===== src/rtl/mem_port_arbiter_pkg.sv =====
// Shared types for the fetch/data memory port arbiter.
// State encodings, grant IDs and LATENCY limits.
package mem_port_arbiter_pkg;

  typedef enum logic [1:0] {
    S_IDLE  = 2'd0,
    S_ISSUE = 2'd1,
    S_WAIT  = 2'd2,
    S_DONE  = 2'd3
  } state_t;

  typedef enum logic {
    GNT_IF = 1'b0,
    GNT_D  = 1'b1
  } gnt_t;

  localparam int LAT_MIN = 1;
  localparam int LAT_MAX = 8;

endpackage


===== src/rtl/mem_port_arbiter_if.sv =====
// CPU fetch/data ports and memory bus of the port arbiter.
// slave = arbiter side, master = CPU/memory side.
interface mem_port_arbiter_if #(
  parameter int ADDR_W = 32,
  parameter int DATA_W = 32
);
  logic              if_req;
  logic [ADDR_W-1:0] if_addr;
  logic [DATA_W-1:0] if_rdata;
  logic              if_valid;
  logic              d_req;
  logic              d_we;
  logic [ADDR_W-1:0] d_addr;
  logic [DATA_W-1:0] d_wdata;
  logic [DATA_W-1:0] d_rdata;
  logic              d_valid;
  logic              mem_en;
  logic              mem_we;
  logic [ADDR_W-1:0] mem_addr;
  logic [DATA_W-1:0] mem_wdata;
  logic [DATA_W-1:0] mem_rdata;

  modport slave (
    input  if_req, if_addr,
    input  d_req, d_we, d_addr, d_wdata,
    input  mem_rdata,
    output if_rdata, if_valid,
    output d_rdata, d_valid,
    output mem_en, mem_we,
    output mem_addr, mem_wdata
  );

  modport master (
    output if_req, if_addr,
    output d_req, d_we, d_addr, d_wdata,
    output mem_rdata,
    input  if_rdata, if_valid,
    input  d_rdata, d_valid,
    input  mem_en, mem_we,
    input  mem_addr, mem_wdata
  );
endinterface


===== src/rtl/mem_port_arbiter_pick.sv =====
// Combinational grant pick for the port arbiter.
// ARB_FAIR_EN selects round-robin; otherwise data wins ties.
module mem_arb_pick
  import mem_port_arbiter_pkg::*;
(
  input  logic if_req,
  input  logic d_req,
  input  logic mask_if,
  input  logic mask_d,
`ifdef ARB_FAIR_EN
  input  gnt_t last_gnt,
`endif
  output logic any,
  output gnt_t gnt
);

  logic r_if;
  logic r_d;

  assign r_if = if_req & ~mask_if;
  assign r_d  = d_req & ~mask_d;
  assign any  = r_if | r_d;

  always_comb begin
    gnt = GNT_IF;
    unique case (1'b1)
      r_d && !r_if: gnt = GNT_D;
      r_if && !r_d: gnt = GNT_IF;
      r_d && r_if: begin
`ifdef ARB_FAIR_EN
        gnt = (last_gnt == GNT_IF) ? GNT_D : GNT_IF;
`else
        gnt = GNT_D;
`endif
      end
      default: gnt = GNT_IF;
    endcase
  end

endmodule


===== src/rtl/mem_port_arbiter.sv =====
// Fetch/data arbiter for a single-ported fixed-latency memory.
// Define ARB_FAIR_EN for round-robin instead of data priority.
module mem_port_arbiter
  import mem_port_arbiter_pkg::*;
#(
  parameter int ADDR_W  = 32,
  parameter int DATA_W  = 32,
  parameter int LATENCY = 1
) (
  input  logic               clock,
  input  logic               reset,
  mem_port_arbiter_if.slave  bus,
  output logic               busy
);

  localparam logic [2:0] CNT_INIT = 3'(LATENCY - 1);

  state_t            state_q, state_d;
  gnt_t              gnt_q, gnt_d;
  logic [2:0]        cnt_q, cnt_d;
  logic              en_q, en_d;
  logic              we_q, we_d;
  logic [ADDR_W-1:0] addr_q, addr_d;
  logic [DATA_W-1:0] wdata_q, wdata_d;
  logic [DATA_W-1:0] ird_q, ird_d;
  logic [DATA_W-1:0] drd_q, drd_d;
  logic              ifv_q, ifv_d;
  logic              dv_q, dv_d;
  logic              busy_q, busy_d;
  logic              take;
  logic              pick_any;
  gnt_t              pick_gnt;
  logic              mask_if;
  logic              mask_d;
`ifdef ARB_FAIR_EN
  gnt_t              last_q, last_d;
`endif

  // the port served in DONE still holds req this cycle
  assign mask_if = (state_q == S_DONE) && (gnt_q == GNT_IF);
  assign mask_d  = (state_q == S_DONE) && (gnt_q == GNT_D);

  mem_arb_pick u_pick (
    .if_req   (bus.if_req),
    .d_req    (bus.d_req),
    .mask_if  (mask_if),
    .mask_d   (mask_d),
`ifdef ARB_FAIR_EN
    .last_gnt (last_q),
`endif
    .any      (pick_any),
    .gnt      (pick_gnt)
  );

  always_comb begin
    state_d = state_q;
    gnt_d   = gnt_q;
    cnt_d   = cnt_q;
    we_d    = we_q;
    addr_d  = addr_q;
    wdata_d = wdata_q;
    ird_d   = ird_q;
    drd_d   = drd_q;
    take    = 1'b0;
`ifdef ARB_FAIR_EN
    last_d  = last_q;
`endif
    unique case (state_q)
      S_IDLE: take = pick_any;
      S_ISSUE: begin
        cnt_d   = CNT_INIT;
        state_d = S_WAIT;
      end
      S_WAIT: begin
        if (cnt_q == 3'd0) begin
          state_d = S_DONE;
          if (gnt_q == GNT_IF) begin
            ird_d = bus.mem_rdata;
          end else if (!we_q) begin
            drd_d = bus.mem_rdata;
          end
        end else begin
          cnt_d = cnt_q - 3'd1;
        end
      end
      S_DONE: begin
        take    = pick_any;
        state_d = S_IDLE;
      end
      default: state_d = S_IDLE;
    endcase
    if (take) begin
      state_d = S_ISSUE;
      gnt_d   = pick_gnt;
`ifdef ARB_FAIR_EN
      last_d  = pick_gnt;
`endif
      if (pick_gnt == GNT_D) begin
        we_d    = bus.d_we;
        addr_d  = bus.d_addr;
        wdata_d = bus.d_wdata;
      end else begin
        we_d    = 1'b0;
        addr_d  = bus.if_addr;
      end
    end
    en_d   = (state_d == S_ISSUE);
    busy_d = (state_d != S_IDLE);
    ifv_d  = (state_d == S_DONE) && (gnt_d == GNT_IF);
    dv_d   = (state_d == S_DONE) && (gnt_d == GNT_D);
  end

  always_ff @(posedge clock) begin
    if (!reset) begin
      state_q <= S_IDLE;
      gnt_q   <= GNT_IF;
      cnt_q   <= 3'd0;
      en_q    <= 1'b0;
      we_q    <= 1'b0;
      addr_q  <= '0;
      wdata_q <= '0;
      ird_q   <= '0;
      drd_q   <= '0;
      ifv_q   <= 1'b0;
      dv_q    <= 1'b0;
      busy_q  <= 1'b0;
`ifdef ARB_FAIR_EN
      last_q  <= GNT_IF;
`endif
    end else begin
      state_q <= state_d;
      gnt_q   <= gnt_d;
      cnt_q   <= cnt_d;
      en_q    <= en_d;
      we_q    <= we_d;
      addr_q  <= addr_d;
      wdata_q <= wdata_d;
      ird_q   <= ird_d;
      drd_q   <= drd_d;
      ifv_q   <= ifv_d;
      dv_q    <= dv_d;
      busy_q  <= busy_d;
`ifdef ARB_FAIR_EN
      last_q  <= last_d;
`endif
    end
  end

  assign bus.mem_en    = en_q;
  assign bus.mem_we    = we_q;
  assign bus.mem_addr  = addr_q;
  assign bus.mem_wdata = wdata_q;
  assign bus.if_rdata  = ird_q;
  assign bus.if_valid  = ifv_q;
  assign bus.d_rdata   = drd_q;
  assign bus.d_valid   = dv_q;
  assign busy          = busy_q;

endmodule


===== src/flat_wrapper.sv =====
// flat-port wrapper written by rule: the top's interface ports become plain ports
module mem_port_arbiter_flat import mem_port_arbiter_pkg::*;
#(
  parameter int ADDR_W  = 32,
  parameter int DATA_W  = 32,
  parameter int LATENCY = 1
)
  (clock, reset, busy, bus_if_req, bus_if_addr, bus_d_req, bus_d_we, bus_d_addr, bus_d_wdata, bus_mem_rdata, bus_if_rdata, bus_if_valid, bus_d_rdata, bus_d_valid, bus_mem_en, bus_mem_we, bus_mem_addr, bus_mem_wdata);
  mem_port_arbiter_if #(.ADDR_W(ADDR_W), .DATA_W(DATA_W)) bus_i ();
  input  logic clock;
  input  logic reset;
  output logic busy;
  input wire logic [$bits(bus_i.if_req)-1:0] bus_if_req;
  input wire logic [$bits(bus_i.if_addr)-1:0] bus_if_addr;
  input wire logic [$bits(bus_i.d_req)-1:0] bus_d_req;
  input wire logic [$bits(bus_i.d_we)-1:0] bus_d_we;
  input wire logic [$bits(bus_i.d_addr)-1:0] bus_d_addr;
  input wire logic [$bits(bus_i.d_wdata)-1:0] bus_d_wdata;
  input wire logic [$bits(bus_i.mem_rdata)-1:0] bus_mem_rdata;
  output wire logic [$bits(bus_i.if_rdata)-1:0] bus_if_rdata;
  output wire logic [$bits(bus_i.if_valid)-1:0] bus_if_valid;
  output wire logic [$bits(bus_i.d_rdata)-1:0] bus_d_rdata;
  output wire logic [$bits(bus_i.d_valid)-1:0] bus_d_valid;
  output wire logic [$bits(bus_i.mem_en)-1:0] bus_mem_en;
  output wire logic [$bits(bus_i.mem_we)-1:0] bus_mem_we;
  output wire logic [$bits(bus_i.mem_addr)-1:0] bus_mem_addr;
  output wire logic [$bits(bus_i.mem_wdata)-1:0] bus_mem_wdata;
  assign bus_i.if_req = bus_if_req;
  assign bus_i.if_addr = bus_if_addr;
  assign bus_i.d_req = bus_d_req;
  assign bus_i.d_we = bus_d_we;
  assign bus_i.d_addr = bus_d_addr;
  assign bus_i.d_wdata = bus_d_wdata;
  assign bus_i.mem_rdata = bus_mem_rdata;
  assign bus_if_rdata = bus_i.if_rdata;
  assign bus_if_valid = bus_i.if_valid;
  assign bus_d_rdata = bus_i.d_rdata;
  assign bus_d_valid = bus_i.d_valid;
  assign bus_mem_en = bus_i.mem_en;
  assign bus_mem_we = bus_i.mem_we;
  assign bus_mem_addr = bus_i.mem_addr;
  assign bus_mem_wdata = bus_i.mem_wdata;
  mem_port_arbiter #(.ADDR_W(ADDR_W), .DATA_W(DATA_W), .LATENCY(LATENCY)) u_core (.clock(clock), .reset(reset), .bus(bus_i), .busy(busy));
endmodule

===== config.mk =====
export PLATFORM = sky130hd
export DESIGN_NAME = mem_port_arbiter_flat
export DESIGN_NICKNAME = d
export VERILOG_FILES = /design/src/rtl/mem_port_arbiter_pkg.sv /design/src/rtl/mem_port_arbiter_if.sv /design/src/rtl/mem_port_arbiter_pick.sv /design/src/rtl/mem_port_arbiter.sv /design/src/flat_wrapper.sv
export SDC_FILE = /design/constraint.sdc
export NUM_CORES = 1
export LEC_CHECK = 0
export ABC_AREA = 1
export CAP_MARGIN = 20
export CELL_PAD_IN_SITES_DETAIL_PLACEMENT = 0
export CELL_PAD_IN_SITES_GLOBAL_PLACEMENT = 1
export CORE_MARGIN = 5
export CORE_UTILIZATION = 28
export DETAILED_ROUTE_END_ITERATION = 16
export PLACE_DENSITY_LB_ADDON = 0.1
export RECOVER_POWER = 25
export SLEW_MARGIN = 20
export SYNTH_ARGS = -nofsm -noshare
export SYNTH_HDL_FRONTEND = slang
export SYNTH_SLANG_ARGS = --single-unit

===== constraint.sdc =====
create_clock -name clock -period 1.7 [get_ports clock]
set_input_delay 0.425 -clock clock [delete_from_list [all_inputs] [get_ports clock]]
set_output_delay 0.425 -clock clock [all_outputs]
set_load 0.005 [all_outputs]

==> qor.csv, run 1 <==
stage,metric,value,unit
outcome,status,"complete, no violations",
cells_and_area,Layout area overhead,66.9,%
sta,min Tclk post-route,1.66,ns
floorplanning,Cell Rows,51,
floorplanning,Die H,151,µm
cells_and_area,diode count,0,
setup_path,CP arrival,1.24,ns
global_routing,number of global-route vias before repair,5285,
yosys,Ys Warns,0,
power_and_ir_drop,Power per Cell Area,1580,nW/µm²
sta,Final Max Slew Viols,0,
yosys,Synth Register Bits,139,
sta,Final setup viols,0,
sta,fmax,0.601,GHz
cts,CTS Buf Count,17,
floorplanning,core area,19500,µm²
setup_path,Buffers & Inverters on Critical Path,1,
setup_path,Worst Path Max Fanout,2,
route,Iter 0 DRT Violations,184,
yosys,top cell type's share of synthesized area,50.1,%
yosys,Netlist Area Pre-Place,5550,µm²
cts,htree depth,4,
yosys,synth top area cells,"dfxtp_1, nor2_1, nand2_1",
run,max_cap viols,0,
setup_path,Crit path max-delay family,buffers and inverters,
cts,CTS tree,done,
power_and_ir_drop,clock power share,28.0,%
sta,Tcrit/Tclk final,97.9,%
sta,Final TNS setup,0,ns
power_and_ir_drop,Int Power,9.77,mW
yosys,average size of a mapped cell,6.98,µm²
cts,Max Root-Sink Buffers,2,
floorplanning,die area,22700,µm²
route,"wirelength, routed",19600,µm
cts,cell at the root of the clock tree,clkbuf_16,
placement,DP Worst Slack,-0.106,ns
setup_path,Crit. End Element,primary output,
global_routing,largest net degree at the start of global routing,78,
sta,fin worst setup slack,0.0363,ns
route,vias after detailed routing,5715,
placement,PortBufs,265,
global_routing,grt ovf,0,
yosys,Syn Inst Count,796,
setup_path,CP Cell Sequence,clkdlybuf4s50_1,
route,vias per std cell,4.28,
floorplanning,Die W,151,µm
sta,Worst Tran Pin Value,0.343,ns
worst_hold_path,hold crit path type,input pin to flop,
sta,clock skew,0.0113,ns
sta,Final Hold Vio Count,0,
floorplanning,initial core utilization,28.4,%
floorplanning,Ports,266,
yosys,Synthesized Nets,935,
cells_and_area,layout cell share with drive strength beyond 1,6.73,%
yosys,Synth area leader,dfxtp_1,
route,router iterations before antenna repair,4,
sta,Max-slew headroom,76.9,%
power_and_ir_drop,VDD IR max,0.791,mV
power_and_ir_drop,switching share of power,33.3,%
setup_path,CP max stage cell,clkdlybuf4s50_1,
cells_and_area,"commonest non-fill, non-tap cell in the layout",nor2_1,
setup_path,CP peak stage delay,0.51,ns
cts,Worst-path clk slew,0.06,ns
route,Final ANT Viol Nets,0,
power_and_ir_drop,Pwr Total,14.6,mW
power_and_ir_drop,Logic pwr share,38.6,%
cts,clk sinks,139,
placement,DP HPWL,13300,µm
global_routing,antenna violations before repair,0,
global_routing,first-pass GRT wire length,28800,µm
power_and_ir_drop,Psw,4.87,mW
route,DRC Markers,0,
yosys,library cells used by synthesis,19,
setup_path,Crit Path Category,flop to primary output,
cells_and_area,nets,1197,
yosys,register area share after synthesis,50.1,%
cells_and_area,final core utilization,47.5,%
cts,Hold Buf Count CTS,0,
cells_and_area,most frequent cells in the layout,"nor2_1, nand2_1, dfxtp_1",
setup_path,Startpoint Class,flop,
setup_path,WP data required,1.27,ns
power_and_ir_drop,P_leak,4.54,nW
power_and_ir_drop,part of the power in registers,33.4,%
placement,Placer Congestion,0.734,
cts,worst-skew pair later-pin latency,0.41,ns
global_routing,Total GRT Usage,16.1,%
route,Routed WL per cell,14.6,µm
[stage by stage]
stage                     hold WS [ns]  cell area [µm²]  cells
after floorplan                  0.407             5550    796
after global placement           0.417             8590   1299
after detailed placement         0.425             8590   1299
after CTS                        0.336             9120   1330
after global routing             0.360             9270   1335
final                            0.362             9270   1335
[flip-flops by register name, summed over array words and instances, names as in the netlist]
signal,cells
u_core.state_q,2
u_core.busy,1
u_core.bus.if_rdata,32
u_core.bus.d_valid,1
u_core.bus.mem_addr,32
u_core.bus.mem_en,1
u_core.bus.d_rdata,32
u_core.bus.if_valid,1
u_core.bus.mem_wdata,32
u_core.bus.mem_we,1
u_core.gnt_q,1
u_core.cnt_q,3
[worst paths after layout]
check,from,endpoint,slack [ns],cells after the start
max,u_core.bus.d_rdata[25],bus_d_rdata[25],0.04,1
min,reset,u_core.bus.mem_wdata[27],0.36,3
max reg2reg,u_core.cnt_q[0],u_core.bus.d_rdata[17],0.07,10
min reg2reg,u_core.cnt_q[0],u_core.cnt_q[0],0.43,1
[cells by family (layout without fill, tap and decap cells)]
kind of cell | count (synthesis) | after routing | share of synthesized area, %
simple gates | 450 | 450 | 31.6
flops | 139 | 139 | 50.1
compound gates | 101 | 101 | 9.15
buf+inv | 100 | 374 | 7.75
fa+ha+maj | 6 | 6 | 1.35
[power groups by stage]
| stage | clock (mW) | sequential [mW] | combinational (mW) |
|---|---|---|---|
| CTS | 4.22 | 4.90 | 5.74 |
| global route | 4.36 | 5.04 | 6.39 |
| global placement | 0 | 4.95 | 6.30 |
| detailed placement | 0 | 4.97 | 6.27 |
| floorplan | 0 | 5.06 | 2.57 |
| finish | 4.09 | 4.89 | 5.65 |
[synth_stat cells]
master and count:
nor2_1 267, nand2_1 145, dfxtp_1 139, o21ai_0 94, inv_1 50, nand3_1 33
clkbuf_1 23, buf_2 20, ha_1 6, buf_6 4, o21ai_1 3, a21oi_1 2
buf_1 2, nand2_2 2, o22ai_1 2, inv_2 1, nand2_4 1, nor2_4 1
nor3_2 1
[layout make-up]
class | count | area, µm²
Fill cell | 2023 | 10300
Clock buffer | 21 | 460
Inverter | 51 | 194
Clock inverter | 10 | 189
Multi-Input combinational cell | 557 | 2390
Timing Repair Buffer | 292 | 2920
Sequential cell | 139 | 2780
Tap cell | 265 | 332
[routing by layer]
metal	GRT usage, %	vias up	part of all wire, %
li1	-	2982	-
met1	20.1	2540	43
met2	24.4	175	45
met3	7.96	18	11
met4	5.21	0	1.3
met5	0	-	0
[repair_timing]
item / 4_1_cts / 5_1_grt
endpoints found under the setup margin: 100 / 113
buffers inserted: 0 / 2
pin swaps: 0 / 1
gates resized for setup: 100 / 45
gates cloned: 0 / 3
Note: power is estimated with default switching activity, not from simulation.
==> inputs of run 2 (changes only) <==
Settings changed: CORE_UTILIZATION 28 to 30.
Clock period 1.7 ns to 2.01 ns, I/O delays scaled along.
==> run 2 against run 1 <==
  * Setup slack gained 0.060 ns
  * Hold slack improved by 0.062 ns
  * Sequential power down 15%
  * Routed wire length is 3.6% lower
  * Die area fell by 6.2%
  * Critical path type unchanged
  * Highest routed layer unchanged
==> qor.csv, run 2 (synthesized netlist as in run 1, its figures left out) <==
stage,metric,value,unit
setup_path,Crit Path Category,flop to primary output,
setup_path,Buffers & Inverters on Critical Path,1,
sta,fmax,0.523,GHz
global_routing,number of global-route vias before repair,5585,
setup_path,CP Cell Sequence,clkdlybuf4s50_1,
cells_and_area,nets,1184,
placement,DP HPWL,12900,µm
power_and_ir_drop,Power per Cell Area,1370,nW/µm²
power_and_ir_drop,Pwr Total,12.4,mW
cts,htree depth,4,
floorplanning,Cell Rows,49,
floorplanning,die area,21300,µm²
worst_hold_path,hold crit path type,flop to flop,
floorplanning,Die W,146,µm
setup_path,r2r setup slk,0.26,ns
setup_path,WP depth,1,
floorplanning,initial core utilization,30.7,%
setup_path,R2R depth,8,
cts,Hold Buf Count CTS,0,
cts,cell at the root of the clock tree,clkbuf_16,
setup_path,WP data required,1.51,ns
route,Final ANT Viol Nets,0,
global_routing,grt ovf,0,
run,max_cap viols,0,
setup_path,reg-to-reg endpoint,u_core.bus.d_valid,
floorplanning,Die H,146,µm
route,Iter 0 DRT Violations,257,
setup_path,Worst Setup EP,bus_mem_we,
setup_path,CP startpoint,u_core.bus.mem_we,
placement,PortBufs,265,
cells_and_area,layout cell share with drive strength beyond 1,4.82,%
sta,Worst Tran Pin Value,0.643,ns
floorplanning,core area,18100,µm²
setup_path,worst reg2reg path startpoint,u_core.state_q[0],
cts,worst-skew pair later-pin latency,0.41,ns
sta,clock skew,0.0135,ns
sta,Final setup viols,0,
placement,Placer Congestion,0.735,
cts,clk sinks,139,
sta,Final TNS setup,0,ns
cts,CTS tree,done,
cts,Max Root-Sink Buffers,2,
cells_and_area,most frequent cells in the layout,"nor2_1, clkdlybuf4s50_1, nand2_1",
sta,Final Max Slew Viols,0,
setup_path,CP peak stage delay,0.57,ns
global_routing,Total GRT Usage,17.3,%
route,Routed WL per cell,14.6,µm
power_and_ir_drop,VDD IR max,0.596,mV
sta,Final Hold Vio Count,0,
setup_path,Startpoint Class,flop,
worst_hold_path,hold path depth,1,
setup_path,Worst Path Max Fanout,3,
cts,Worst-path clk slew,0.06,ns
sta,Tcrit/Tclk final,95.2,%
cts,PostCTS Resize Cnt,0,
route,DRC Markers,0,
sta,RSZ-0062 raised after global routing,false,
sta,min Tclk post-route,1.91,ns
route,vias after detailed routing,5673,
setup_path,CP arrival,1.41,ns
route,vias per std cell,4.41,
setup_path,Crit path max-delay family,buffers and inverters,
global_routing,antenna violations before repair,0,
sta,Max-slew headroom,57.1,%
cells_and_area,"commonest non-fill, non-tap cell in the layout",nor2_1,
route,router iterations before antenna repair,4,
outcome,status,"complete, no violations",
floorplanning,Ports,266,
cells_and_area,diode count,0,
global_routing,largest net degree at the start of global routing,71,
global_routing,first-pass GRT wire length,30100,µm
route,"wirelength, routed",18800,µm
cells_and_area,Layout area overhead,62.8,%
cts,CTS Buf Count,17,
setup_path,CP max stage cell,clkdlybuf4s50_1,
power_and_ir_drop,P_leak,4.01,nW
setup_path,Crit. End Element,primary output,
cts,Post-CTS Setup Repair Bufs,0,
==> run 2: changes by cell type in the layout (fill, tap and decap cells not counted), sizes merged, moves of 2 or more <==
cell,change
clkbuf,-6
dlygate4sd2,-99
clkdlybuf4s25,-31
clkinvlp,+2
clkdlybuf4s50,+131
buf,-11
bufinv,-3
inv,+7
==> run 2: area by class of cell <==
type | count | area [µm²]
Fill cell | 1813 | 9050
Timing Repair Buffer | 279 | 2840
Sequential cell | 139 | 2780
Multi-Input combinational cell | 557 | 2340
Clock buffer | 17 | 425
Tap cell | 229 | 287
Inverter | 51 | 191
Clock inverter | 15 | 178
==> run 2: routing by layer <==
layer  GRT usage, %  vias up  share of wire [%]  wire length (µm)
li1               -     2959                  -                 -
met1           21.5     2537                 45              8480
met2           27.2      165                 45              8400
met3           8.37       12                9.5              1790
met4           4.14        0               0.93               176
met5              0        -                  0                 0
==> run 2: through the flow <==
stage          hold slack (ns)  instances  area [µm²]  util [%]  setup slack, ns
3_5_place_dp             0.420       1255        8480      46.9           0.0996
2_1_floorplan            0.407        796        5550         -            0.559
5_1_grt                  0.445       1287        9040      50.0           0.0434
4_1_cts                  0.429       1287        9080      50.2           0.0641
3_3_place_gp             0.418       1255        8480      46.9            0.108
6_report                 0.424       1287        9040      50.0           0.0966
==> run 2: worst min path at each step <==
stage | startpoint | endpoint
after CTS | u_core.cnt_q[0] | u_core.cnt_q[0]
after global routing | reset | u_core.cnt_q[0]
after global placement | u_core.cnt_q[0] | u_core.cnt_q[0]
after detailed placement | u_core.cnt_q[0] | u_core.cnt_q[0]
final | u_core.cnt_q[0] | u_core.cnt_q[0]
after floorplan | u_core.cnt_q[0] | u_core.cnt_q[0]
==> run 2: where the power goes <==
group          internal [mW]  switching (mW)  total, mW
Sequential              3.71           0.456       4.17
Clock                   1.88            1.32       3.20
Combinational           2.59            2.40       4.99
==> inputs of run 3 (changes only) <==
Settings changed: CORE_UTILIZATION 30 to 45, DONT_BUFFER_PORTS set to 1, GPL_TIMING_DRIVEN set to 0.
==> run 3 against run 2 <==
  * Critical path depth increased by 7
  * Non-clock buffer count decreased by 230
  * First-iteration DRC count increased by 6.2%
  * Critical path type is now flop to flop
  * Largest power group is now sequential cells
  * Highest routed layer unchanged
==> qor.csv, run 3 (synthesized netlist as in run 1, its figures left out) <==
stage,metric,value,unit
outcome,status,"complete, no violations",
cts,worst-skew pair later-pin latency,0.42,ns
cts,Hold Buf Count CTS,0,
cts,CTS tree,done,
floorplanning,Die H,121,µm
global_routing,first-pass GRT wire length,24900,µm
route,vias per std cell,4.90,
cells_and_area,area occupied by multi-input gates,2350,µm²
placement,DP HPWL,12300,µm
cells_and_area,most frequent cells in the layout,"nor2_1, nand2_1, dfxtp_1",
power_and_ir_drop,Power per Cell Area,1620,nW/µm²
power_and_ir_drop,P_leak,3.06,nW
cells_and_area,"commonest non-fill, non-tap cell in the layout",nor2_1,
sta,Final setup viols,0,
cells_and_area,Layout area overhead,14.5,%
route,"wirelength, routed",16200,µm
sta,RSZ-0062 raised after global routing,true,
setup_path,Worst Path Max Fanout,10,
cts,Worst-path clk slew,0.06,ns
route,Routed WL per cell,16.3,µm
cells_and_area,fillers,1238,
floorplanning,core area,12100,µm²
route,Final ANT Viol Nets,0,
global_routing,Total GRT Usage,21.8,%
sta,min Tclk post-route,1.78,ns
setup_path,Startpoint Class,flop,
cts,htree depth,4,
setup_path,WP data required,2.36,ns
cts,Post-CTS Setup Repair Bufs,0,
floorplanning,die area,14700,µm²
floorplanning,initial core utilization,46.0,%
cts,clk sinks,139,
route,router iterations before antenna repair,4,
sta,clock skew,0.0152,ns
cts,Max Root-Sink Buffers,2,
worst_hold_path,hold crit path type,input pin to flop,
sta,Tcrit/Tclk final,88.3,%
floorplanning,Ports,266,
cells_and_area,diode count,0,
global_routing,largest net degree at the start of global routing,17,
power_and_ir_drop,VDD IR max,0.761,mV
setup_path,CP arrival,2.13,ns
cts,CTS Buf Count,17,
setup_path,Crit. End Element,flop,
setup_path,Crit Path Category,flop to flop,
cells_and_area,nets,954,
sta,Final Max Slew Viols,0,
global_routing,M1 GR Usage,23.1,%
cells_and_area,Sequential cell area,2780,µm²
cts,cell at the root of the clock tree,clkbuf_16,
route,Iter 0 DRT Violations,273,
sta,Max-slew headroom,69.1,%
route,DRC Markers,0,
sta,Worst Tran Pin Value,0.464,ns
sta,fmax,0.563,GHz
sta,Final TNS setup,0,ns
cells_and_area,layout cell share with drive strength beyond 1,7.26,%
global_routing,grt ovf,0,
route,vias after detailed routing,4877,
global_routing,"Most Used Layer, Global Route",met2,
global_routing,number of global-route vias before repair,4795,
global_routing,antenna violations before repair,0,
run,max_cap viols,0,
placement,PortBufs,0,
global_routing,met2 Use GR,35.8,%
sta,Final Hold Vio Count,0,
floorplanning,Cell Rows,40,
cts,PostCTS Resize Cnt,0,
floorplanning,Die W,121,µm
placement,Placer Congestion,0.791,
cells_and_area,final core utilization,52.7,%
global_routing,GRT met3 Usage,12.4,%
run 3: changes by cell type in the layout (fill, tap and decap cells not counted), moves of 3 or more:
cell and delta:
clkbuf_8 +7, buf_12 -7, buf_2 +19, buf_4 -5
buf_6 +4, clkbuf_1 +25, inv_8 -3, clkdlybuf4s50_1 -264
inv_6 -5
run 3: area by class of cell:
class	instances	share of cell area, %
multi-input combinational	557	36.9
tap	168	3.31
inverter	51	3.01
clock inverter	5	0.886
clock buffer	26	8.33
buffer	49	3.76
sequential	139	43.8
run 3: final timing paths:
| kind | end | slack [ns] | startpoint | depth (start not counted) |
|---|---|---|---|---|
| worst min-delay path | u_core.bus.mem_wdata[6] | 0.21 | bus_d_wdata[6] | 2 |
| worst max register to register | u_core.bus.if_rdata[14] | 0.23 | u_core.cnt_q[0] | 8 |
| worst min register to register | u_core.cnt_q[0] | 0.43 | u_core.cnt_q[0] | 1 |
| worst max-delay path | u_core.bus.if_rdata[14] | 0.23 | u_core.cnt_q[0] | 8 |
run 3: metal layers:
layer	vias up	wire length [µm]
li1	2492	-
met1	2156	5950
met2	205	7750
met3	24	2200
met4	0	339
met5	-	0
run 3: power by group:
group / internal (mW) / switching [mW]
logic: 0.935 / 1.78
clock network: 1.92 / 1.12
registers: 3.72 / 0.824
run 3: critical path, cell delays in order, from the launching register on:
cell and delay, ns:
dfxtp_1 0.31, inv_1 0.07, ha_1 0.15, ha_1 0.15
nand2_1 0.12, nor2_2 0.27, clkbuf_1 0.40, o21ai_0 0.15
nor2_1 0.10
run 3: per-stage QoR:
stage	hold WS [ns]	worst slack, ns	cells	total power [mW]	area (µm²)
after detailed placement	0.429	0.0847	964	7.34	5760
final	0.212	0.235	995	10.3	6360
after global placement	0.417	0.122	964	7.25	5760
after CTS	0.205	0.0807	995	10.4	6350
after floorplan	0.407	0.559	796	6.45	5550
after global routing	0.202	0.00205	995	11.1	6360
